--- config.mk ---
export PLATFORM = sky130hd
export DESIGN_NAME = ishift_seq
export DESIGN_NICKNAME = d
export VERILOG_FILES = /design/src/rtl/ishift_seq.sv
export SDC_FILE = /design/constraint.sdc
export NUM_CORES = 1
export LEC_CHECK = 0
export CAP_MARGIN = 0
export CORE_UTILIZATION = 53
export CTS_CLUSTER_DIAMETER = 60
export DETAILED_ROUTE_END_ITERATION = 8
export PLACE_DENSITY = 0.76
export RECOVER_POWER = 25
export SYNTH_ARGS = -nofsm -noshare
export SYNTH_HDL_FRONTEND = slang
export SYNTH_SLANG_ARGS = --single-unit
--- constraint.sdc ---
create_clock -name clk -period 3.1 [get_ports clk]
set_input_delay 0.93 -clock clk [delete_from_list [all_inputs] [get_ports clk]]
set_output_delay 0.93 -clock clk [all_outputs]
set_load 0.01 [all_outputs]
--- src/rtl/ishift_seq.sv ---
// ishift_seq: FIFO-buffered command sequencer for the iterative shifter; define ISHIFT_SEQ_SAT_EN to bypass counts >= WIDTH
module ishift_seq #(
   parameter int WIDTH       = 16,
   parameter int FDEPTH_LOG2 = 2
) (
   input  logic                   clk,
   input  logic                   arst,
   input  logic                   cmd_valid,
   output logic                   cmd_ready,
   input  logic [1:0]             cmd_fmt,
   input  logic [4:0]             cmd_cnt,
   input  logic [WIDTH-1:0]       cmd_a,
   output logic                   res_valid,
   input  logic                   res_ready,
   output logic [WIDTH-1:0]       res_y,
   output logic [FDEPTH_LOG2:0]   pending,
   output logic                   sh_go,
   output logic [1:0]             sh_fmt,
   output logic [4:0]             sh_cnt,
   output logic [WIDTH-1:0]       sh_a,
   input  logic                   sh_busy,
   input  logic [WIDTH-1:0]       sh_y
);
   localparam int DEPTH = 1 << FDEPTH_LOG2;
   localparam logic [2:0] IDLE   = 3'd0;
   localparam logic [2:0] LAUNCH = 3'd1;
   localparam logic [2:0] ARM    = 3'd2;
   localparam logic [2:0] WAIT   = 3'd3;
   localparam logic [2:0] DONE   = 3'd4;

   logic [1:0]             f_fmt [DEPTH];
   logic [4:0]             f_cnt [DEPTH];
   logic [WIDTH-1:0]       f_a   [DEPTH];
   logic [FDEPTH_LOG2-1:0] wr_ptr, rd_ptr;
   logic [FDEPTH_LOG2:0]   count;
   logic [2:0]             state;
   logic                   push, pop, sat;

   assign cmd_ready = count != (FDEPTH_LOG2+1)'(DEPTH);
   assign push      = cmd_valid & cmd_ready;
   assign pop       = state == IDLE && count != '0 && !res_valid;
   assign sh_go     = state == LAUNCH;
   assign pending   = count + (FDEPTH_LOG2+1)'(state != IDLE);
`ifdef ISHIFT_SEQ_SAT_EN
   assign sat = pop && 32'(f_cnt[rd_ptr]) >= WIDTH;
`else
   assign sat = 1'b0;
`endif

   // command storage; entries need no reset since count gates every read
   always_ff @(posedge clk) begin
      if (push) begin
         f_fmt[wr_ptr] <= cmd_fmt;
         f_cnt[wr_ptr] <= cmd_cnt;
         f_a[wr_ptr]   <= cmd_a;
      end
   end

   // FIFO bookkeeping, launch FSM and held result register
   always_ff @(posedge clk or posedge arst) begin
      if (arst) begin
         wr_ptr    <= '0;
         rd_ptr    <= '0;
         count     <= '0;
         state     <= IDLE;
         res_valid <= 1'b0;
         res_y     <= '0;
         sh_fmt    <= '0;
         sh_cnt    <= '0;
         sh_a      <= '0;
      end else begin
         if (push) wr_ptr <= wr_ptr + FDEPTH_LOG2'(1);
         if (pop) rd_ptr <= rd_ptr + FDEPTH_LOG2'(1);
         count <= count + (FDEPTH_LOG2+1)'(push) - (FDEPTH_LOG2+1)'(pop);
         case (state)
            IDLE: begin
               if (sat) begin
                  res_y     <= f_fmt[rd_ptr] == 2'd2 ? {WIDTH{f_a[rd_ptr][WIDTH-1]}} : '0;
                  res_valid <= 1'b1;
                  state     <= DONE;
               end else if (pop) begin
                  sh_fmt <= f_fmt[rd_ptr];
                  sh_cnt <= f_cnt[rd_ptr];
                  sh_a   <= f_a[rd_ptr];
                  state  <= LAUNCH;
               end
            end
            LAUNCH: state <= ARM;
            ARM:    state <= WAIT;
            WAIT: begin
               if (!sh_busy) begin
                  res_y     <= sh_y;
                  res_valid <= 1'b1;
                  state     <= DONE;
               end
            end
            DONE: begin
               if (res_ready) begin
                  res_valid <= 1'b0;
                  state     <= IDLE;
               end
            end
            default: state <= IDLE;
         endcase
      end
   end
endmodule
==> impl_summary.txt <==
----------------------------------------------------
[Yosys]
  Post-synth design cell area ... about 5400 sq um
  Number of distinct library cell variants in the gate-level netlist after synthesis ... 30
  Post-synthesis xor/xnor area fraction ... less than 1%
  Post-Syn Area per Cell ... a little over 20 sq um
  Synthesis-stage register bit count ... approximately 140
  Proportion of netlist area held by the largest area contributor ... approximately half
  EDFF count, synth ... 92
  Complex-gate fraction of the synthesized area ... less than 1%
  Post-synthesis mux area share ... 17.9%
  Async SR Flop Fraction ... 35.2%
  Net count of the mapped netlist ... about 320
  Combinational family with the most area after synthesis ... multiplexers
  Synthesized netlist cell count ... between 200 and 300
  Cell taking the most area after synthesis ... edfxtp_1
  Warning count from the yosys run ... 0
  Ys flop type ... edfxtp_1
  Arithmetic-cell share of the synthesized area counting full adders, half adders and majority gates ... ~2.2%
  Top cells by area in the synthesized netlist ... edfxtp_1 51%, dfrtp_1 23%, mux4_2 9.6%
  Share of the yosys chip area belonging to registers ... about three quarters
  Post-synthesis share of cell area spent on and, or, nand and nor gates ... between 2 and 2.5%

[Detailed routing]
  Via count normalized by instance count ... between 5 and 6
  First DRT Iteration DRCs ... 77
  Remaining DRCs ... 0
  Total number of vias ... between 2k and 3k
  WL/cell ... about 18 microns
  Total Routed Length ... 9390 microns
  Detailed Routing Iterations Pass 1 ... 4
  DRT antenna net count ... 0

[Pwr]
  Net Sw Frac ... between 20% and 30%
  Total power consumption of the routed design ... 6.78 mW
  Cell leakage power ... 2.64 nW
  Power share of the sequential group ... 43.0%
  Combinational share of power ... between 20 and 30%
  Power per unit of standard cell area ... approximately 960 nW/um^2
  Maximum VDD drop ... between 400 and 500 uV
  Switching power of the nets ... 1.91 mW
  Clock network fraction of total power ... 27.8%
  Internal power ... 4.87 mW

[Critical path]
  Slowest cell delay on critical path ... 0.42 ns
  Reg-to-reg critical path startpoint ... count[1]
  Data arrival time at the worst-slack endpoint ... 2.06 ns
  Standard cell with the maximum stage delay on the critical path ... or3_4
  Classification of the worst setup path ... reg2out
  Worst setup startpoint ... state[0]
  Dominant cell type by count on the critical path ... ha_1
  Worst Path Required ... approximately 2.2 ns
  Critical path startpoint category ... register
  Worst-path cell chain ... or3_4, ha_1, ha_1, dlygate4sd2_1
  Type of element capturing the critical path ... output pin
  Worst-path maximum fanout ... 3

[Cells and area]
  Commonest non-fill, non-tap cells in the layout ... 92 x edfxtp_1, 64 x clkdlybuf4s50_1, 48 x dfrtp_1, 40 x mux2_2, 23 x mux4_2
  Area added between synthesis and finish ... 30.3%
  Final nets ... ~420
  Area of the multi-input gates ... 1310 sq um
  # diodes ... 0
  Fillcell total ... 622
  Final non-filler cell area ... approximately 7000 sq um
  Commonest non-fill, non-tap cell in the layout ... edfxtp_1
  Register area ... 4020 sq um
  Layout cells sized above 1 ... just under 30%

[Placed design]
  Routability-driven placement congestion ratio ... 0.673
  Detailed Place HPWL ... 5680 microns
  Input/output buffers ... 88
  Placed instance area ... roughly 6500 sq um

[Global routing]
  Tot GR Track Use ... about a fifth
  Gr ovfl total ... 0
  Number of global-route vias before repair ... 2,861
  Maximum number of pins on one net before global-route repair ... 33
  First-pass GRT wire length ... ~14,000 microns
  Initial antenna violation count ... 0

[Floorplan]
  Die H ... 103 microns
  Die Width ... ~100 microns
  Standard-cell rows ... 36
  Initial Util ... 55.0%
  Number of top-level design ports ... around 90
  Full die area ... 10,600 sq um
  Area of the core ... 9860 sq um

[STA]
  Setup clock skew after layout ... between 0.005 and 0.006 ns
  Final critical delay including setup and external delays ... approximately 3.0 ns
  Final hold vios ... 0
  Number of endpoints failing setup at the final stage ... 0
  Setup Total Neg Slack ... 0 ns
  RSZ-0062 raised after global routing ... no
  Maximum operating frequency ... 334 MHz
  Worst Tran Pin Value ... about 0.84 ns
  Normalized max-slew margin ... approximately 44%
  Final number of max-transition violations ... 0
  Final clock period utilization by the worst path ... a little over nine tenths

[Min path]
  Hold path startpoint ... res_y[8]
  Hold Crit Class ... reg2reg

[Clocking]
  Skew-Pair Late Insertion Delay ... 0.52 ns
  Max clock buf depth ... 2
  TritonCTS sink count ... between 100 and 150
  Clock H-tree levels ... 4
  TritonCTS clock tree ... done
  Clock-pin transition on the worst setup and hold timing paths ... roughly 0.060 ns
  Root buffer cell ... clkbuf_8
  Number of buffers added by the clock tree synthesis step ... 17

[Job]
  Number of maximum-capacitance constraint violations ... 0

[Status]
  Result of the run ... finished clean

----------------------------------------------------
worst max-delay path: cells and delay by family, from the launching register on:
kind	cells	cell delay, ns
buffers and inverters	1	0.28
flip-flops	1	0.38
adder cells (fa/ha/maj)	2	0.46
AND/OR/NAND/NOR	1	0.42
per-stage QoR:
step / utilization [%] / instances / hold slack [ns] / worst slack [ns]
floorplan: - / 263 / 0.497 / 0.587
global placement: 65.7 / 482 / 0.488 / 0.158
detailed placement: 65.7 / 482 / 0.496 / 0.0829
CTS: 71.6 / 517 / 0.510 / 0.00836
global route: 71.6 / 517 / 0.520 / 0.0470
finish: 71.6 / 517 / 0.504 / 0.105
power by group through the flow:
stage                     clock network [mW]  logic [mW]  registers, mW
after floorplan                            0        1.07           2.95
after global placement                     0        1.95           2.95
after detailed placement                   0        1.99           2.99
after CTS                               1.91        2.02           2.94
after global routing                    2.01        2.15           2.99
final                                   1.88        1.98           2.92
flip-flops by register name, indices dropped and copies added, names as in the netlist:
name	count
f_a	64
f_cnt	20
res_y	16
sh_a	16
f_fmt	8
sh_cnt	5
count	3
state	3
rd_ptr	2
sh_fmt	2
wr_ptr	2
res_valid	1
timing repair:
item                       CTS  global route
setup endpoints to repair    3             2
gates resized for setup      3             3
hold buffers                 0             0
pin swaps                    0             0
setup buffers                3             0
final cells by class:
type | count | share of cell area [%]
multi-input cells | 102 | 18.5
inverters | 9 | 0.478
well taps | 133 | 2.36
flip-flops and latches | 142 | 56.9
clock buffers | 19 | 6.57
repair buffers | 99 | 13.8
clock inverters | 13 | 1.47
routing by layer:
layer | part of all wire (%) | routed length [microns] | global-route usage [%] | up-vias
met5 | 0 | 0 | 0 | -
met4 | 2.3 | 214 | 9.75 | 0
met3 | 5.5 | 514 | 5.69 | 22
met2 | 51 | 4810 | 33.2 | 91
met1 | 41 | 3860 | 23.1 | 1400
li1 | - | - | - | 1238
cells in the mapped netlist, drive strengths merged, types with 2 or more instances:
| cell type | n |
|---|---|
| ha | 8 |
| inv | 9 |
| nand2 | 2 |
| nor3b | 2 |
| or3 | 2 |
| xnor2 | 3 |
| dfrtp | 50 |
| mux4 | 23 |
| mux2 | 40 |
| xor2 | 3 |
| edfxtp | 92 |
| buf | 7 |
| and3 | 4 |
| nor3 | 3 |
| clkbuf | 3 |
| o21ai | 3 |
final timing paths:
check,to,slack [ns],depth (start not counted)
max,pending[1],0.11,4
min,res_y[8],0.50,1
max reg2reg,count[2],0.66,10
min reg2reg,res_y[8],0.50,1
max in group asynchronous,state[2],1.81,3
min in group asynchronous,res_y[3],0.75,2
logic make-up (layout without fill, tap and decap cells):
logic type	after synthesis	after routing
fa+ha+maj	9	9
buf+inv	19	140
simple gates	18	18
compound gates	6	6
mux	63	63
xor+xnor	6	6
flops	142	142
Note: power is estimated with default switching activity, not from simulation.
